## config.mk

```make
export PLATFORM = sky130hd
export DESIGN_NAME = branch_resolve_pc
export DESIGN_NICKNAME = d
export VERILOG_FILES = /design/src/rtl/klp32_branch_pkg.sv /design/src/rtl/branch_target.sv /design/src/rtl/branch_resolve_pc.sv
export SDC_FILE = /design/constraint.sdc
export NUM_CORES = 1
export LEC_CHECK = 0
export CAP_MARGIN = 10
export CORE_ASPECT_RATIO = 0.9
export CORE_UTILIZATION = 50
export DETAILED_ROUTE_END_ITERATION = 16
export GPL_TIMING_DRIVEN = 0
export HOLD_SLACK_MARGIN = 0.02
export PLACE_DENSITY = 0.93
export SYNTH_ARGS = -nofsm -noshare
export SYNTH_HDL_FRONTEND = slang
export SYNTH_SLANG_ARGS = --single-unit
```

## constraint.sdc

```tcl
create_clock -name clk -period 5.7 [get_ports clk]
set_input_delay 1.14 -clock clk [delete_from_list [all_inputs] [get_ports clk]]
set_output_delay 1.14 -clock clk [all_outputs]
set_load 0.02 [all_outputs]
```

## src/rtl/klp32_branch_pkg.sv

```systemverilog
//------------------------------------------------------------------------------
// klp32_branch_pkg : shared constants and types for branch resolution
// Rev 1.0
//------------------------------------------------------------------------------
`default_nettype none

package klp32_branch_pkg;

  localparam int unsigned XLEN_DEFAULT = 32;

  localparam logic [2:0] F3_BEQ  = 3'b000;
  localparam logic [2:0] F3_BNE  = 3'b001;
  localparam logic [2:0] F3_BLT  = 3'b100;
  localparam logic [2:0] F3_BGE  = 3'b101;
  localparam logic [2:0] F3_BLTU = 3'b110;
  localparam logic [2:0] F3_BGEU = 3'b111;

  typedef enum logic [0:0] {
    RUN   = 1'b0,
    FLUSH = 1'b1
  } br_state_e;

endpackage

`default_nettype wire

```

## src/rtl/branch_target.sv

```systemverilog
//------------------------------------------------------------------------------
// branch_target : target adder, JALR LSB clear and 4-byte alignment check
// Rev 1.0
//------------------------------------------------------------------------------
`default_nettype none

module branch_target
  import klp32_branch_pkg::*;
#(
  parameter int XLEN = XLEN_DEFAULT
) (
  input  logic [XLEN-1:0] pc_i,
  input  logic [XLEN-1:0] rs1_i,
  input  logic [XLEN-1:0] imm_i,
  input  logic            is_jalr_i,
  output logic [XLEN-1:0] target_o,
  output logic            misaligned_o
);

  logic [XLEN-1:0] w_base;
  logic [XLEN-1:0] w_sum;

  assign w_base = is_jalr_i ? rs1_i : pc_i;
  assign w_sum  = w_base + imm_i;

  assign target_o     = is_jalr_i ? {w_sum[XLEN-1:1], 1'b0} : w_sum;
  // Bit 0 never matters for alignment: JALR clears it, RV32I offsets are even.
  assign misaligned_o = w_sum[1];

endmodule

`default_nettype wire

```

## src/rtl/branch_resolve_pc.sv

```systemverilog
//------------------------------------------------------------------------------
// branch_resolve_pc : execute-stage branch decision, fetch PC and flush control
// Rev 1.0
//------------------------------------------------------------------------------
`default_nettype none

module branch_resolve_pc
  import klp32_branch_pkg::*;
#(
  parameter int          XLEN         = XLEN_DEFAULT,
  parameter logic [31:0] RESET_PC     = 32'h0000_0000,
  parameter int          FLUSH_CYCLES = 2
) (
  input  logic            clk,
  input  logic            rst,
  input  logic            stall,
  input  logic            valid,
  input  logic            is_branch,
  input  logic            is_jal,
  input  logic            is_jalr,
  input  logic [2:0]      funct3,
  input  logic [XLEN-1:0] ex_pc,
  input  logic [XLEN-1:0] rs1_data,
  input  logic [XLEN-1:0] imm,
  input  logic            BrEq,
  input  logic            BrLT,
  output logic            BrUn,
  output logic [XLEN-1:0] pc,
  output logic            taken,
  output logic            flush,
  output logic            misaligned,
  output logic            illegal_br
);

  localparam int c_cnt_w = (FLUSH_CYCLES > 1) ? $clog2(FLUSH_CYCLES) : 1;
  localparam logic [c_cnt_w-1:0] c_cnt_init = c_cnt_w'(FLUSH_CYCLES - 1);

  br_state_e           state_q, state_d;
  logic [c_cnt_w-1:0]  cnt_q, cnt_d;
  logic [XLEN-1:0]     pc_q, pc_d;
  logic                taken_q, taken_d;
  logic                flush_q, flush_d;
  logic                mis_q, mis_d;
  logic                ill_q, ill_d;

  logic                w_sel_jalr, w_sel_jal, w_sel_br;
  logic                w_cond, w_f3_illegal;
  logic                w_take, w_illegal;
  logic [XLEN-1:0]     w_target;
  logic                w_target_mis;

  assign BrUn = funct3[1];

  // Priority JALR > JAL > branch when the one-hot contract is broken.
  assign w_sel_jalr = is_jalr;
  assign w_sel_jal  = is_jal & ~is_jalr;
  assign w_sel_br   = is_branch & ~is_jal & ~is_jalr;

  always_comb begin
    w_cond       = 1'b0;
    w_f3_illegal = 1'b0;
    case (funct3)
      F3_BEQ:          w_cond = BrEq;
      F3_BNE:          w_cond = ~BrEq;
      F3_BLT, F3_BLTU: w_cond = BrLT;
      F3_BGE, F3_BGEU: w_cond = ~BrLT;
      default:         w_f3_illegal = 1'b1;
    endcase
  end

  assign w_take    = valid & (w_sel_jalr | w_sel_jal | (w_sel_br & w_cond));
  assign w_illegal = valid & w_sel_br & w_f3_illegal;

  branch_target #(
    .XLEN (XLEN)
  ) u_target (
    .pc_i         (ex_pc),
    .rs1_i        (rs1_data),
    .imm_i        (imm),
    .is_jalr_i    (w_sel_jalr),
    .target_o     (w_target),
    .misaligned_o (w_target_mis)
  );

  always_ff @(posedge clk) begin
    if (rst) begin
      state_q <= RUN;
      cnt_q   <= '0;
      pc_q    <= XLEN'(RESET_PC);
      taken_q <= 1'b0;
      flush_q <= 1'b0;
      mis_q   <= 1'b0;
      ill_q   <= 1'b0;
    end else begin
      state_q <= state_d;
      cnt_q   <= cnt_d;
      pc_q    <= pc_d;
      taken_q <= taken_d;
      flush_q <= flush_d;
      mis_q   <= mis_d;
      ill_q   <= ill_d;
    end
  end

  // A stall freezes every register, including pending pulses.
  always_comb begin
    state_d = state_q;
    cnt_d   = cnt_q;
    pc_d    = pc_q;
    taken_d = taken_q;
    flush_d = flush_q;
    mis_d   = mis_q;
    ill_d   = ill_q;
    if (!stall) begin
      case (state_q)
        RUN: begin
          taken_d = 1'b0;
          flush_d = 1'b0;
          mis_d   = w_take & w_target_mis;
          ill_d   = w_illegal;
          if (w_take && !w_target_mis) begin
            pc_d    = w_target;
            taken_d = 1'b1;
            flush_d = 1'b1;
            cnt_d   = c_cnt_init;
            state_d = FLUSH;
          end else begin
            pc_d = pc_q + XLEN'(4);
          end
        end
        FLUSH: begin
          taken_d = 1'b0;
          mis_d   = 1'b0;
          ill_d   = 1'b0;
          pc_d    = pc_q + XLEN'(4);
          if (cnt_q == '0) begin
            flush_d = 1'b0;
            state_d = RUN;
          end else begin
            cnt_d = cnt_q - c_cnt_w'(1);
          end
        end
        default: state_d = RUN;
      endcase
    end
  end

  assign pc         = pc_q;
  assign taken      = taken_q;
  assign flush      = flush_q;
  assign misaligned = mis_q;
  assign illegal_br = ill_q;

endmodule

`default_nettype wire

```

==> Word-level counts from Yosys, hierarchy flattened <==
Index checks and enable logic that the tools add are counted.
{ "totals": {"ff_bits": 38, "out_inout_bits": 37, "elab_cells": 58} }
{ "classes": {"addsub": 3, "n_eq_ne": 7, "muxes": 17, "n_bitwise": 16, "n_reduce_logical": 8} }
{ "ops": {"columns": ["op", "count"], "rows": [
  ["two-way mux 32 bit", 2],
  ["one-hot mux 32 bit (2 select lines)", 1],
  ["adder 32 x 3 -> 32 bit (second input constant)", 1],
  ["adder 32 bit", 1],
  ["equality test 3 bit (second input constant)", 4],
  ["one-hot mux 1 bit (2 select lines)", 6],
  ["AND 1 bit", 8],
  ["two-way mux 1 bit", 7],
  ["inverter 1 bit", 6],
  ["OR reduction 6 bit", 1],
  ["!= test 2 bit (second input constant)", 2],
  ["one-hot mux 1 bit (4 select lines)", 1],
  ["AND reduction 2 bit", 2],
  ["OR reduction 2 bit", 2],
  ["equality test 3 x 1 -> 1 bit (second input constant)", 1],
  ["zero test 3 bit", 1],
  ["OR 1 bit", 2],
  ["logical AND 1 bit", 1],
  ["zero test 1 bit", 1],
  ["subtractor 1 bit (second input constant)", 1]
]} }

==> Depth between registers and ports, before layout <==
{ "depth": {"ltp_word": 9, "ltp_mapped": 14, "mapped_depth_nobuf": 12} }

==> Hierarchy <==
A second synthesis with hierarchy kept.
{ "hier_totals": {"hier_cells": 565, "area_unflattened_um2": 4510.6} }
{ "by_module_without_submodules": {"columns": ["module", "n_inst", "cells_each", "area_each_um2"], "rows": [
  ["branch_resolve_pc", 1, 298, 2401.1],
  ["branch_target", 1, 267, 2109.5]
]} }

==> Worst setup path after synthesis <==
Ideal clock, no wire load.
{ "synth_timing": {"path_kind": "input to register", "from": "in is_jalr", "to": "reg pc_q[24], in the netlist pc[24]", "setup_time_ps": 103, "arrival_ps": 4027, "required_ps": 5597, "slack_ps": 1570, "cell_stages": 14, "path_buffers": 2, "cell_sequence": "clkbuf_1 clkbuf_1 mux2_2 ha_1 inv_1 fa_1 nor2b_1 o211ai_1 a211oi_2 o311ai_2 a21oi_2 a31oi_1 xor2_1 a2111oi_2"} }
{ "synth_between": {"elab_chain_len": 8, "word_cells_on_any_way": 13} }
{ "synth_lines": {"columns": ["element", "line", "rtl"], "rows": [
  ["start: declaration", "branch_resolve_pc.sv:20", "input logic is_jalr,"],
  ["branches (longest 6 deep; another with adder 32 bit)", null, null],
  ["two-way mux 32 bit (*)", "branch_resolve_pc.sv:121", "if (w_take && !w_target_mis) begin"],
  ["one-hot mux 32 bit (2 select lines) (*)", "branch_resolve_pc.sv:115", "case (state_q)"],
  ["end signal: assignment", "branch_resolve_pc.sv:89", "pc_q <= XLEN'(RESET_PC);"],
  ["end signal: assignment", "branch_resolve_pc.sv:97", "pc_q <= pc_d;"],
  ["end: declaration", "branch_resolve_pc.sv:40", "logic [XLEN-1:0] pc_q, pc_d;"]
]} }
Every way passes the cells marked *.
A chain may end at the register's enable or synchronous reset.

==> Final worst setup path <==
Ends and elaborated chain as after synthesis.

==> summary.txt <==
Layout
  • Post-route insts no fill: 819
  • Number of diodes: 0
  • Nets: 860
  • Layout cells sized above 1: 8.611%
  • Post-layout utilization of the core: 72.29%
  • Area delta synth->final: 38.98%
  • Fin area: 5888 sq um

Drt
  • Met2 wire length: 7500 um
  • Iteration-0 DRC count of the detailed router: 365
  • Routed vias/inst: 6.288
  • Via count: 5150
  • Wire length on met1: 5952 um
  • TritonRoute pass-1 iters: 7
  • Final routed DRC violation total: 0
  • Highest routed layer: met4
  • Antenna-violating nets left: 0
  • WL/cell: 18.03 um
  • WL final: 14770 um
  • Met3 wire length: 996 um

Worst setup path
  • Critical Path AT: 5.08 ns
  • Crit start category: input pin
  • Critical Path Sink Type: flip-flop
  • Critical path, cell by cell: clkbuf_1, clkbuf_1, mux2_2, ha_1, inv_1, fa_1, nor2b_1, o211ai_1, a211oi_2, o311ai_2, a21oi_2, a31oi_1, xor2_1, a2111oi_2
  • Max incr delay on CP: 0.54 ns
  • Req. time, crit path: 5.90 ns
  • Critical path class: in -> reg
  • CP max-delay cell: clkbuf_1
  • Critical Path Most Common Cell: clkbuf_1
  • Crit-path max FO: 10

Synth
  • Area share of fa/ha/maj cells after synthesis: 9.923%
  • Top FF cell, synth: dfxtp_1
  • Synth cell types: 64
  • Post-synth EDFFs: 0
  • Asr flop ratio synth: 0%
  • Synth Area in Compound Gates: 29.47%
  • Synth Warn #: 0
  • Mapped Cells: 570
  • Simple-gate portion of the synthesized area: 23.42%
  • Syn nets: 711
  • Synthesized area: 4237 sq um
  • #FFs+latches synth: 38
  • Post-Synth XOR/XNOR Area: 5.789%
  • Post-synthesis mux area share: 9.155%
  • Largest family of logic cells by synthesized area: compound AO/OA/AOI/OAI gates
  • Seq/Total Area, Yosys: 17.96%
  • Syn_area_per_cell: 7.433 sq um

Timing
  • Sum of negative setup slack: 0 ns
  • Worst slew pin tran: 0.6952 ns
  • FMAX: 0.2046 GHz
  • Setup Skew: 0.007655 ns
  • Min Tclk post-route: 4.886 ns
  • Final hold vios: 0
  • PnR worst setup slack: 0.8135 ns
  • RSZ-0062 raised after global routing: no
  • Final Cycle Share: 85.73%
  • Slew margin rel.: 53.48%
  • Slew Limit Fails: 0
  • Setup Viol. Count Final: 0

Power
  • IR drop worst, VDD: 0.0001024 V
  • PwrDens: 182.2 nW/um^2
  • Static Leak: 0.002263 uW

Global routing
  • Remaining Overflow, GRT: 0
  • First-pass GRT wire length: 23280 um
  • Largest net degree at the start of global routing: 12
  • Initial antenna violation count: 0
  • Total GRT Usage: 33.26%
  • Vias in the first global route: 4953

Placement
  • Area after DPL: 5782 sq um
  • Dpl hpwl: 11490 um
  • IO buf count: 142
  • GPL Wtd Cong: 0.9175
  • Place WS: 0.5606 ns
  • # placed instances: 811

Die
  • Die W: 99.03 um
  • Die Y: 89.33 um
  • IO Pins: 145
  • Core ar.: 8145 sq um
  • Starting density of the core: 52.01%
  • DIE AREA: 8846 sq um
  • Row cnt: 31

CTS
  • Total CTS buffers: 5
  • CTS Hold Buffers Added: 0
  • Clock latency at the later pin of the worst-skew pair: 0.30 ns
  • Max clock buf depth: 2
  • Root buffer selected by CTS: clkbuf_8
  • Post-CTS Repair Setup Buffers: 0
  • Clk slew on worst S/H paths: 0.08 ns
  • CTS tree: done
  • # H-tree levels: 2
  • Resized cells post-CTS: 0
  • Clk sinks: 38

Outcome
  • Status: complete, no violations

Flow run
  • # Max-Cap Violations: 0

Hold path
  • Hold/Removal Path Class: reg -> reg
==> final timing paths <==
| kind | cells after the start | start | slack (ns) | endpoint |
|---|---|---|---|---|
| worst max register to register | 8 | pc[7] | 3.30 | pc[31] |
| worst min-delay path | 2 | pc[0] | 0.45 | pc[0] |
| worst min register to register | 2 | pc[0] | 0.45 | pc[0] |
| worst max-delay path | 14 | is_jalr | 0.81 | pc[24] |
==> metal layers <==
| metal | vias up | track usage (%) |
|---|---|---|
| met4 | 0 | 10.04 |
| met5 | - | 0 |
| met3 | 40 | 3.831 |
| met2 | 268 | 63.32 |
| met1 | 2405 | 39.64 |
| li1 | 2437 | - |
==> metrics by stage <==
step,hold WS [ns],power (uW)
3_5_place_dp,0.4460,832.5
5_1_grt,0.4658,1129
2_1_floorplan,0.4549,631.8
6_report,0.4503,1073
4_1_cts,0.4546,1062
3_3_place_gp,0.4383,815.1
==> report_power, final <==
group / leakage (uW) / switching, uW / internal (uW)
Combinational: 0.00190 / 281 / 246
Clock: 0.0000524 / 104 / 131
Sequential: 0.000310 / 25.9 / 285
Total: 0.00226 / 411 / 662
==> critical path: cells and delay by family <==
kind,cells,cell delay [ns]
buf+inv,3,1.05
simple gates,1,0.25
fa+ha+maj,2,0.55
compound gates,6,1.61
mux,1,0.28
xor+xnor,1,0.19
==> placed cells by master, fill, tap and decap left out, types with 17 or more instances in the layout <==
cell type and instances:
nor2_1 44, nand3_1 28, clkdlybuf4s50_1 142, mux2_2 30, a21oi_1 73, and3_1 17, dfxtp_1 38, clkbuf_1 27
o21ai_0 39, ha_1 32, nand2_1 48
==> state kept, by name, indices dropped and copies added (netlist names) <==
| register | count |
|---|---|
| cnt_q | 1 |
| flush | 1 |
| illegal_br | 1 |
| misaligned | 1 |
| pc | 32 |
| state_q | 1 |
| taken | 1 |
==> cell usage after synthesis (all sizes together) (5+ instances only) <==
| cell | number | area share (%) |
|---|---|---|
| a31oi | 14 | 2.1 |
| nand2 | 48 | 4.3 |
| and3 | 17 | 2.5 |
| a211oi | 14 | 2.7 |
| ha | 32 | 9.5 |
| buf | 8 | 1.1 |
| xnor2 | 13 | 2.7 |
| dfxtp | 38 | 18 |
| inv | 11 | 0.97 |
| nor2b | 7 | 1.0 |
| mux2i | 5 | 1.2 |
| clkbuf | 25 | 2.2 |
| nand4 | 10 | 1.5 |
| nor3 | 13 | 1.5 |
| a21oi | 74 | 8.8 |
| a41oi | 5 | 1.2 |
| o21ai | 40 | 4.8 |
| mux2 | 30 | 8.0 |
| nor2 | 45 | 4.0 |
| and2 | 7 | 1.0 |
| a21o | 14 | 2.5 |
| nor4 | 5 | 1.1 |
| xor2 | 15 | 3.1 |
| nand3 | 30 | 3.8 |
==> cell families (layout without fill, tap and decap cells) <==
family / count (synthesis) / in the layout
compound gates: 196 / 196
xor+xnor: 28 / 28
fa+ha+maj: 33 / 33
buf+inv: 44 / 194
flops: 38 / 38
mux: 35 / 35
simple gates: 196 / 196
==> layout make-up <==
cell class                 instances  area [sq um]
timing repair buffer             142          1421
tap                               99         123.9
multi-input combinational        488          3294
buffer                            33         140.1
clock buffer                       7         76.32
inverter                          11         41.29
fill                             663          2257
clock inverter                     1         30.03
sequential                        38         760.7
(Power assumes the default switching activity.)
